### src/rtl/int8_vecmac_pkg.sv
// int8_vecmac_pkg: shared state encoding, widths and helpers for the INT8 vector MAC.
package int8_vecmac_pkg;
  typedef enum logic [1:0] {IDLE, RUN, DRAIN, HOLD} state_e;
  localparam int PROD_W = 16;
  function automatic int clog2(input int v);
    int r = 0;
    for (int i = 0; i < 31; i++) if ((1 << i) < v) r = i + 1;
    return r;
  endfunction
  function automatic int beats_from_len(input int len, input int lanes);
    return (len + lanes - 1) / lanes;
  endfunction
endpackage

### src/rtl/int8_vecmac_lane_mul.sv
// int8_vecmac_lane_mul: per-lane 8x8 multipliers, lane masking and adder tree, registered beat sum.
module int8_vecmac_lane_mul
  import int8_vecmac_pkg::*;
#(
  parameter int LANES = 4,
  parameter int ACC_W = 32
) (
  input  logic                 clk,
  input  logic                 rst,
  input  logic                 en_i,
  input  logic                 signed_i,
  input  logic [LANES-1:0]     mask_i,
  input  logic [8*LANES-1:0]   a_i,
  input  logic [8*LANES-1:0]   b_i,
  output logic [ACC_W-1:0]     sum_o,
  output logic                 vld_o
);
  localparam int XW = PROD_W + 2;
  logic signed [XW-1:0] xa, xb, p;
  logic [ACC_W-1:0] sum_d, sum_q;
  logic vld_q;
  // 9-bit operands carry the mode: sign bit copied when signed, zero otherwise
  always_comb begin
    sum_d = '0;
    xa = '0;
    xb = '0;
    p = '0;
    for (int i = 0; i < LANES; i++) begin
      xa = XW'($signed({signed_i & a_i[8*i+7], a_i[8*i +: 8]}));
      xb = XW'($signed({signed_i & b_i[8*i+7], b_i[8*i +: 8]}));
      p = xa * xb;
      sum_d = sum_d + (mask_i[i] ? ACC_W'(p) : '0);
    end
  end
  always_ff @(posedge clk)
    if (rst) begin
      sum_q <= '0;
      vld_q <= 1'b0;
    end else begin
      vld_q <= en_i;
      if (en_i) sum_q <= sum_d;
    end
  assign sum_o = sum_q;
  assign vld_o = vld_q;
endmodule

### src/rtl/int8_vecmac_stream.sv
// int8_vecmac_stream: streaming INT8 dot product with run-time length and signedness.
// Define INT8_VECMAC_SATURATE_EN for a clamping accumulator; otherwise it wraps.
module int8_vecmac_stream
  import int8_vecmac_pkg::*;
#(
  parameter int LANES = 4,
  parameter int ACC_W = 32,
  parameter int LEN_W = 16
) (
  input  logic               clk,
  input  logic               rst,
  input  logic               start,
  input  logic [LEN_W-1:0]   cfg_len,
  input  logic               cfg_signed,
  input  logic               in_valid,
  output logic               in_ready,
  input  logic [8*LANES-1:0] in_a,
  input  logic [8*LANES-1:0] in_b,
  output logic               out_valid,
  input  logic               out_ready,
  output logic [ACC_W-1:0]   out_sum,
  output logic               out_ovf,
  output logic               busy
);
  localparam int CW = clog2(LANES + 1);
  state_e state_q, state_d;
  logic [LEN_W-1:0] beats_q;
  logic [LANES-1:0] last_mask_q, last_mask_d, mask;
  logic [CW-1:0] rem;
  logic [ACC_W-1:0] acc_q, acc_nxt, beat_sum, add;
  logic sgn_q, ovf_q, acc_en, p_vld, carry, ovf_now;
  assign in_ready = state_q == RUN;
  assign out_valid = state_q == HOLD;
  assign busy = state_q != IDLE;
  assign out_sum = acc_q;
  assign out_ovf = ovf_q;
  assign acc_en = in_valid & in_ready;
  assign rem = CW'(cfg_len % LEN_W'(LANES));
  assign mask = beats_q == LEN_W'(1) ? last_mask_q : '1;
  always_comb begin
    last_mask_d = '0;
    for (int i = 0; i < LANES; i++) last_mask_d[i] = rem == '0 || CW'(i) < rem;
  end
  always_comb
    state_d = state_q == IDLE  ? (start ? (cfg_len == '0 ? HOLD : RUN) : IDLE)
            : state_q == RUN   ? (acc_en && beats_q == LEN_W'(1) ? DRAIN : RUN)
            : state_q == DRAIN ? HOLD
            : out_ready        ? IDLE : HOLD;
  int8_vecmac_lane_mul #(.LANES(LANES), .ACC_W(ACC_W)) u_mul (
    .clk(clk), .rst(rst), .en_i(acc_en), .signed_i(sgn_q), .mask_i(mask),
    .a_i(in_a), .b_i(in_b), .sum_o(beat_sum), .vld_o(p_vld)
  );
  always_comb begin
    {carry, add} = {1'b0, acc_q} + {1'b0, beat_sum};
    ovf_now = sgn_q ? (acc_q[ACC_W-1] == beat_sum[ACC_W-1] && add[ACC_W-1] != acc_q[ACC_W-1]) : carry;
  end
`ifdef INT8_VECMAC_SATURATE_EN
  logic [ACC_W-1:0] sat_val;
  assign sat_val = !sgn_q ? '1 : acc_q[ACC_W-1] ? {1'b1, {(ACC_W-1){1'b0}}} : {1'b0, {(ACC_W-1){1'b1}}};
  assign acc_nxt = ovf_q ? acc_q : ovf_now ? sat_val : add;
`else
  assign acc_nxt = add;
`endif
  always_ff @(posedge clk)
    if (rst) begin
      state_q <= IDLE;
      beats_q <= '0;
      last_mask_q <= '0;
      sgn_q <= 1'b0;
      acc_q <= '0;
      ovf_q <= 1'b0;
    end else begin
      state_q <= state_d;
      if (state_q == IDLE && start) begin
        beats_q <= LEN_W'(beats_from_len(int'(cfg_len), LANES));
        last_mask_q <= last_mask_d;
        sgn_q <= cfg_signed;
        acc_q <= '0;
        ovf_q <= 1'b0;
      end else begin
        if (acc_en) beats_q <= beats_q - 1'b1;
        if (p_vld) begin
          acc_q <= acc_nxt;
          ovf_q <= ovf_q | ovf_now;
        end
      end
    end
endmodule

### config.mk
export PLATFORM = sky130hd
export DESIGN_NAME = int8_vecmac_stream
export DESIGN_NICKNAME = d
export VERILOG_FILES = /design/src/rtl/int8_vecmac_pkg.sv /design/src/rtl/int8_vecmac_lane_mul.sv /design/src/rtl/int8_vecmac_stream.sv
export SDC_FILE = /design/constraint.sdc
export NUM_CORES = 1
export LEC_CHECK = 0
export CAP_MARGIN = 40
export CORE_ASPECT_RATIO = 0.6
export CORE_MARGIN = 2
export CORE_UTILIZATION = 55
export DETAILED_ROUTE_END_ITERATION = 8
export DONT_BUFFER_PORTS = 1
export HOLD_SLACK_MARGIN = 0.03
export PLACE_DENSITY = 0.71
export SLEW_MARGIN = 25
export SYNTH_ARGS = -nofsm -noshare
export SYNTH_HDL_FRONTEND = slang
export SYNTH_SLANG_ARGS = --single-unit
### constraint.sdc
create_clock -name clk -period 28 [get_ports clk]
set_clock_uncertainty 0.2 [all_clocks]
set_input_delay 7 -clock clk [delete_from_list [all_inputs] [get_ports clk]]
set_output_delay 7 -clock clk [all_outputs]
set_load 0.02 [all_outputs]
**After elaboration in Yosys (flattened, before gate mapping)**

Index checks and enable logic that the tools add are counted.

- $add $sub $neg: 8
- Multiply operators: 4
- Magnitude comparators: 4
- Eq/ne operators: 6
- Multiplexer cells: 15
- Bitwise gates (word level): 11
- Reduce and logical (&&, ||, !) cells: 14

Operators with widths:

| cell | number |
|---|---|
| 2-to-1 mux 32 bit | 4 |
| adder 32 bit | 3 |
| multiplier 9 x 9 -> 18 bit | 4 |
| adder 32 x 32 -> 33 bit | 1 |
| 2-to-1 mux 16 bit | 2 |
| subtractor 17 x 1 -> 18 bit (second input constant) | 1 |
| adder 16 x 3 -> 17 bit (second input constant) | 1 |
| adder 16 x 1 -> 16 bit | 1 |
| == test 16 x 1 -> 1 bit (second input constant) | 1 |
| zero test 16 bit | 1 |
| subtractor 16 x 1 -> 16 bit (second input constant) | 1 |
| 2-to-1 mux 2 bit | 7 |
| AND 1 bit | 10 |
| == test 2 bit (second input constant) | 2 |
| logical OR 1 bit | 4 |
| < comparator 1 x 2 -> 1 bit (first input constant) | 2 |
| < comparator 2 bit (first input constant) | 2 |
| 2-to-1 mux 4 bit | 1 |
| nonzero test 2 bit | 2 |
| OR reduction 2 bit | 2 |
| logical AND 1 bit | 3 |
| zero test 3 bit | 1 |
| == test 2 x 1 -> 1 bit (second input constant) | 1 |
| zero test 2 bit | 1 |
| other kinds (4) | 4 |

- Bits in registers: 89
- Input bits: 86
- Output and inout port bits: 36
- Logic and storage cells: 70

**Logic depth before layout (Yosys ltp)**

Gate-level depths: netlist of the first run.

- Word-level depth: 6
- Mapped depth: 33
- Depth with buffers taken out: 32

**By module**

From an unflattened synthesis of the first run, not the netlist that was laid out.

- Cells, all modules: 2325
- Area, all modules: 19825.3 µm²

By module, submodules not included:

| module | times used | cells each | area each (µm²) | seq. area each (µm²) |
|---|---|---|---|---|
| int8_vecmac_lane_mul | 1 | 1769 | 15417.3 | 660.6 |
| int8_vecmac_stream | 1 | 556 | 4408.0 | 1121.1 |

**Worst setup path after synthesis of the first run**

OpenSTA, ideal clock, no wires.

- Path kind: input -> register
- Start point: input in_a[7]
- End point: register u_mul.sum_q[20] (netlist: u_mul.sum_o[20])
- Setup time: 0.065 ns
- Data arrival time: 13.986 ns
- Data required time: 27.735 ns
- Path slack: 13.749 ns
- Stages: 28
- Buffers on the path: 1
- Cells stage by stage: and2_1 -> clkbuf_1 -> nand2_1 -> fa_1 -> inv_1 -> fa_1 -> fa_1 -> fa_1 -> inv_1 -> fa_1 -> inv_1 -> ha_1 -> a21oi_1 -> o21bai_1 -> a2111o_1 -> a41oi_1 -> o21ai_0 -> xnor2_1 -> nand2_1 -> fa_1 -> fa_1 -> inv_1 -> ha_1 -> or3_1 -> o21ai_0 -> a21oi_1 -> a311o_1 -> nor2_1

- Cells in the longest elaborated chain, start to end: 6

Ends and longest elaborated chain:

| what | RTL line | RTL |
|---|---|---|
| from (decl) | int8_vecmac_stream.sv:17 | `input logic [8*LANES-1:0] in_a,` |
| AND 1 bit | int8_vecmac_lane_mul.sv:29 | `xa = XW'($signed({signed_i & a_i[8*i+7], a_i[8*i +: 8]}));` |
| multiplier 9 x 9 -> 18 bit (*) | int8_vecmac_lane_mul.sv:31 | `p = xa * xb;` |
| 2-to-1 mux 32 bit (*) | int8_vecmac_lane_mul.sv:32 | `sum_d = sum_d + (mask_i[i] ? ACC_W'(p) : '0);` |
| adder 32 bit (*) (3 in series) | int8_vecmac_lane_mul.sv:32 |  |
| to (signal assigned) | int8_vecmac_lane_mul.sv:41 | `if (en_i) sum_q <= sum_d;` |
| to (decl) | int8_vecmac_lane_mul.sv:20 | `logic [ACC_W-1:0] sum_d, sum_q;` |

Mark *: on every way between the ends. The rest lies on a longest branch, timed or not.
A chain may end at the register's enable or synchronous reset.

**Final worst setup path of the first run**

- Start point: input in_b[15]
- End point: register u_mul.sum_q[30] (netlist: u_mul.sum_o[30])

- Cells in the longest elaborated chain, start to end: 6

Ends and longest elaborated chain:

| what | RTL line | RTL |
|---|---|---|
| from (decl) | int8_vecmac_stream.sv:18 | `input logic [8*LANES-1:0] in_b,` |
| AND 1 bit | int8_vecmac_lane_mul.sv:30 | `xb = XW'($signed({signed_i & b_i[8*i+7], b_i[8*i +: 8]}));` |
| multiplier 9 x 9 -> 18 bit (*) | int8_vecmac_lane_mul.sv:31 |  |
| 2-to-1 mux 32 bit (*) | int8_vecmac_lane_mul.sv:32 |  |
| adder 32 bit (*) (3 in series) | int8_vecmac_lane_mul.sv:32 |  |

Marked as above.

==> results of run 1 <==
[cell usage after synthesis, types with 16 or more instances]
library cell	number	area share, %
a21o_1	36	1.4
nand3_1	36	0.93
a211oi_1	18	0.69
a21oi_1	108	2.8
nand2b_1	16	0.51
and3_1	20	0.64
nand2_1	275	5.3
and2_1	139	4.5
o21ai_0	62	1.6
mux2i_1	22	1.1
clkbuf_1	79	1.5
a31oi_1	17	0.55
xnor2_1	67	3.0
nor2_1	149	2.9
ha_1	208	13
dfxtp_1	89	9.2
fa_1	318	33
inv_1	408	7.9
xor2_1	45	2.0
nor3_1	31	0.80
[worst paths after layout]
kind	from	endpoint	slack, ns	cells past startpoint
max	in_b[15]	u_mul.sum_o[30]	13.41	27
min	sgn_q	sgn_q	0.26	2
max reg2reg	sgn_q	u_mul.sum_o[30]	19.28	28
min reg2reg	sgn_q	sgn_q	0.26	2
[metrics by stage]
stage          cell area [µm²]  utilization [%]  setup slack, ns  hold slack, ns
4_1_cts                  20100             57.5            13.52           0.257
2_1_floorplan            19500                -            13.75           0.236
6_report                 20100             57.5            13.41           0.262
5_1_grt                  20100             57.5            12.95           0.295
3_5_place_dp             19800             56.6            13.17           0.245
3_3_place_gp             19800             56.6            13.34           0.237
[cell usage in the layout (no fill, tap or decap), types with 5 or more instances in the layout]
master     synthesis  routed
nor3b_1            5       5
nand3_1           36      36
nor2b_1           15      15
or4_1              5       5
and3_1            20      20
o21bai_1          10      10
nand2b_1          16      16
nor4_1             9       9
buf_4              0       8
o211ai_1           9       9
a31oi_1           17      17
o21ai_0           62      62
dfxtp_1           89      89
xnor2_1           67      67
nand4b_1           5       5
nand4_1            8       8
a21oi_1          108     108
or2_2             12      12
a21o_1            36      36
nor2_1           149     148
and2_1           139     139
or3_1             15      15
o21a_1            10      10
inv_1            408     408
a211o_1            5       5
nand2_1          275     275
clkbuf_16          0       9
fa_1             318     318
xor2_1            45      45
a211oi_1          18      18
nor3_1            31      31
mux2i_1           22      22
ha_1             208     208
[registers in the layout (all words and copies together) (netlist names)]
register / flops
beats_q: 16
last_mask_q: 4
out_ovf: 1
out_sum: 32
sgn_q: 1
state_q: 2
u_mul.sum_o: 32
u_mul.vld_o: 1
[layout make-up]
class | count | share of cell area [%]
Tap cell | 467 | 2.91
Clock buffer | 10 | 1.14
Timing Repair Buffer | 8 | 0.299
Inverter | 408 | 7.62
Clock inverter | 6 | 0.461
Multi-Input combinational cell | 1733 | 78.7
Sequential cell | 89 | 8.87
[metal layers]
layer | track usage, % | vias up | routed length (µm)
li1 | - | 7220 | -
met1 | 39.2 | 7519 | 21900
met2 | 40.3 | 411 | 20200
met3 | 4.88 | 28 | 3210
met4 | 3.37 | 0 | 299
met5 | 0 | - | 0
[logic make-up (layout without fill, tap and decap cells)]
family | after synthesis | in the layout | share of synthesized area [%]
simple gates | 756 | 756 | 18.7
compound gates | 316 | 316 | 10.2
flops | 89 | 89 | 9.16
mux | 23 | 23 | 1.19
fa+ha+maj | 526 | 526 | 46.1
xor+xnor | 112 | 112 | 5.04
buf+inv | 495 | 432 | 9.57
[tightest hold or removal path, stage by stage, from the launching register on]
cell	delay, ns
dfxtp_1	0.31
nand2_1	0.05
a21oi_1	0.05
==> impl_metrics.py, run 1 <==
metrics = {
    "detailed_routing": {
        "route.detailed.drc": 0,
        "wl_per_cell_um": 16.8,
        "vias_per_cell": 5.58,
        "drt_iter0_markers": 983,
        "vias": 15178,
        "wl_um": 45600,
        "ant_nets": 0,
        "first_pass_iters": 5,
    },
    "timing": {
        "worst_pin_slew_ns": 0.734,
        "fmax_mhz": 68.6,
        "setup_violations": 0,
        "relSlewSlack_pct": 50.5,
        "fin_crit_sh_pct": 52.1,
        "hold_viol": 0,
        "maxSlewViolCount": 0,
        "rsz0062_at_grt": "false",
        "tns_ns": 0,
        "finalCriticalPeriod_ns": 14.59,
    },
    "final_layout": {
        "syn_to_final_growth_pct": 3.31,
        "final_cells": 2721,
        "drive_above_1_share_pct": 1.86,
        "multiInputGateArea_um2": 15800,
        "layout.area.seq_um2": 1780,
        "antennaDiodeCount": 0,
        "fin_nets": 2861,
        "fill_cells": 3190,
    },
    "setup_path": {
        "crit_slowest_cell": "fa_1",
        "critPathMaxStageDelay_ns": 0.60,
        "worstPathRequired_ns": 28.10,
        "critPathTopFamily": "adder cells",
        "critPathBufInv": 4,
        "path_class": "input port to flip-flop",
        "startpoint_type": "input port",
        "arrival_ns": 14.69,
        "crit_path_end_kind": "flip-flop",
        "crit_top_cell": "fa_1",
        "crit_fanout": 10,
    },
    "global_route": {
        "grt_pass1_vias": 15406,
        "grt_use_total_pct": 26.1,
        "overflow": 0,
        "antenna_found_initial": 0,
        "grt_max_degree": 61,
        "grt_first_pass_wirelength_um": 77400,
    },
    "placed_design": {
        "gp_congestion": 0.920,
        "portBuffers": 0,
        "dp_cells": 2705,
        "dp_hpwl_um": 38800,
    },
    "cts": {
        "clk-insertion-delay-late_ns": 0.36,
        "cts_htree_levels": 3,
        "hold_buffers": 0,
        "cts_tree": "yes",
        "cts_num_sinks": 89,
        "cts_buffers": 9,
        "ctsResizeCount": 0,
        "cts_max_path_buffers": 2,
        "path_clk_slew_ns": 0.07,
        "clockRootBuffer": "clkbuf_16",
        "cts_setup_buffers": 0,
    },
    "yosys": {
        "syn_area_um2": 19500,
        "syn_inst": 2317,
        "ys_ff_latch": 89,
        "synth_cell_types": 60,
        "synthesis.nets": 2929,
        "ys.flop_type": "dfxtp_1",
        "synth.avg_cell_area_um2": 8.40,
        "synth_warnings": 0,
        "synthArstFlopShare_pct": 0,
        "ys_seq_area_share_pct": 9.16,
        "synth_edf_count": 0,
    },
    "floorplanning": {
        "dieWidth_um": 247,
        "num_rows": 53,
        "core-area_um2": 34900,
        "fp.dieArea_um2": 36900,
        "die_h_um": 150,
        "start_util_pct": 55.7,
        "io_pins": 122,
    },
    "job": {
        "maxCapViolCount": 0,
    },
    "hold_path": {
        "hold_class": "flip-flop to flip-flop",
    },
    "outcome": {
        "outcome": "finished clean",
    },
}
Power of run 1 is not shown: default switching activity piles up to over one toggle a cycle in this logic, so the estimate is an artifact.
==> inputs of run 2 (changes only) <==
Settings changed: PLACE_DENSITY 0.71 to 0.74.
Clock period 28 ns to 13.2 ns, I/O delays scaled along.
==> impl_metrics.py, run 2 (synthesis gave the netlist of run 1 again) <==
metrics = {
    "outcome": {
        "outcome": "finished clean",
    },
    "timing": {
        "setup_violations": 0,
        "fmax_mhz": 91.9,
        "rsz0062_at_grt": "false",
        "fin_crit_sh_pct": 82.4,
        "relSlewSlack_pct": 41.0,
        "worst_pin_slew_ns": 0.862,
        "tns_ns": 0,
        "hold_viol": 0,
        "maxSlewViolCount": 0,
        "finalCriticalPeriod_ns": 10.88,
    },
    "cts": {
        "cts_max_path_buffers": 2,
        "path_clk_slew_ns": 0.07,
        "clk-insertion-delay-late_ns": 0.36,
        "hold_buffers": 0,
        "cts_setup_buffers": 0,
        "clockRootBuffer": "clkbuf_16",
        "cts_buffers": 9,
        "cts_tree": "yes",
        "ctsResizeCount": 0,
        "cts_htree_levels": 3,
        "cts_num_sinks": 89,
    },
    "setup_path": {
        "arrival_ns": 10.96,
        "r2r_slack_ns": 4.49,
        "r2r_cells": 27,
        "timing.rr.end": "u_mul.sum_o[24]",
        "crit_path_end_kind": "flip-flop",
        "path_class": "input port to flip-flop",
        "worstPathRequired_ns": 13.29,
        "startpoint_type": "input port",
        "crit_fanout": 10,
        "reg2reg_from": "sgn_q",
    },
    "global_route": {
        "grt_pass1_vias": 15581,
        "grt_max_degree": 61,
        "overflow": 0,
        "grt_use_total_pct": 26.3,
        "grt_first_pass_wirelength_um": 77900,
        "antenna_found_initial": 0,
    },
    "final_layout": {
        "final_common_cell": "inv_1",
        "antennaDiodeCount": 0,
        "layout.cells.most_common_list": "inv_1, fa_1, nand2_1",
        "fin_nets": 2860,
        "fill_cells": 3122,
        "syn_to_final_growth_pct": 3.25,
        "drive_above_1_share_pct": 1.78,
    },
    "floorplanning": {
        "num_rows": 53,
        "core-area_um2": 34900,
        "dieWidth_um": 247,
        "die_h_um": 150,
        "fp.dieArea_um2": 36900,
        "io_pins": 122,
        "start_util_pct": 55.7,
    },
    "detailed_routing": {
        "wl_per_cell_um": 16.9,
        "route.detailed.drc": 0,
        "drt_iter0_markers": 914,
        "vias_per_cell": 5.61,
        "first_pass_iters": 5,
        "ant_nets": 0,
        "vias": 15261,
        "wl_um": 46100,
    },
    "hold_path": {
        "hold_class": "flip-flop to flip-flop",
        "min_to": "sgn_q",
        "hold_start": "sgn_q",
        "min_delay_path_depth": 2,
    },
    "placed_design": {
        "gp_congestion": 0.934,
        "portBuffers": 0,
        "dp_hpwl_um": 39100,
    },
    "job": {
        "maxCapViolCount": 0,
    },
}
run 2: changes by cell type in the layout (fill, tap and decap cells not counted), sizes merged:
cell      change
buf           -1
clkbuf        +1
clkinv        +1
clkinvlp      -2
run 2: layout make-up:
type	count	area, µm²	area share (%)
inverter	408	1530	7.63
multi-input combinational	1733	15800	78.8
sequential	89	1780	8.87
timing repair buffer	7	48.8	0.243
tap	467	584	2.91
clock inverter	5	78.8	0.392
clock buffer	11	243	1.21
run 2: worst max-delay path, stage by stage:
cell	delay, ns
nand2_1	0.20
or2_2	0.37
fa_1	0.45
fa_1	0.49
inv_1	0.05
fa_1	0.44
fa_1	0.50
inv_1	0.06
fa_1	0.51
inv_1	0.05
ha_1	0.31
o21ai_0	0.12
a21oi_1	0.18
o21ai_0	0.16
a211oi_1	0.36
o211ai_1	0.19
and3_1	0.17
o21ai_0	0.46
fa_1	0.57
fa_1	0.56
inv_1	0.04
ha_1	0.22
or3_1	0.37
o21ai_0	0.10
a21oi_1	0.10
a311o_1	0.46
nor2_1	0.15
run 2: per-stage QoR:
stage          worst slack, ns  util, %  hold slack (ns)  std cells  instance area [µm²]
2_1_floorplan             2.65        -            0.236       2317                19500
3_3_place_gp              2.27     56.5            0.238       2703                19800
3_5_place_dp              2.02     56.6            0.249       2704                19800
4_1_cts                   2.39     57.5            0.259       2720                20100
5_1_grt                   1.88     57.5            0.273       2720                20100
6_report                  2.32     57.5            0.258       2720                20100
run 2: metal layers:
layer / track usage [%] / part of all wire, % / up-vias
li1: - / - / 7224
met4: 5.24 / 1.5 / 0
met2: 40.6 / 44 / 482
met1: 39.0 / 47 / 7486
met5: 0 / 0 / -
met3: 4.32 / 7.1 / 69
run 2: worst max path at each step:
stage	from	endpoint	slack (ns)
2_1_floorplan	in_a[7]	u_mul.sum_o[20]	2.65
3_3_place_gp	in_b[15]	u_mul.sum_o[26]	2.27
3_5_place_dp	in_b[7]	u_mul.sum_o[26]	2.02
4_1_cts	in_b[7]	u_mul.sum_o[24]	2.39
5_1_grt	in_a[15]	u_mul.sum_o[24]	1.88
6_report	in_b[15]	u_mul.sum_o[24]	2.32
Power of run 2 is left out for the same reason.
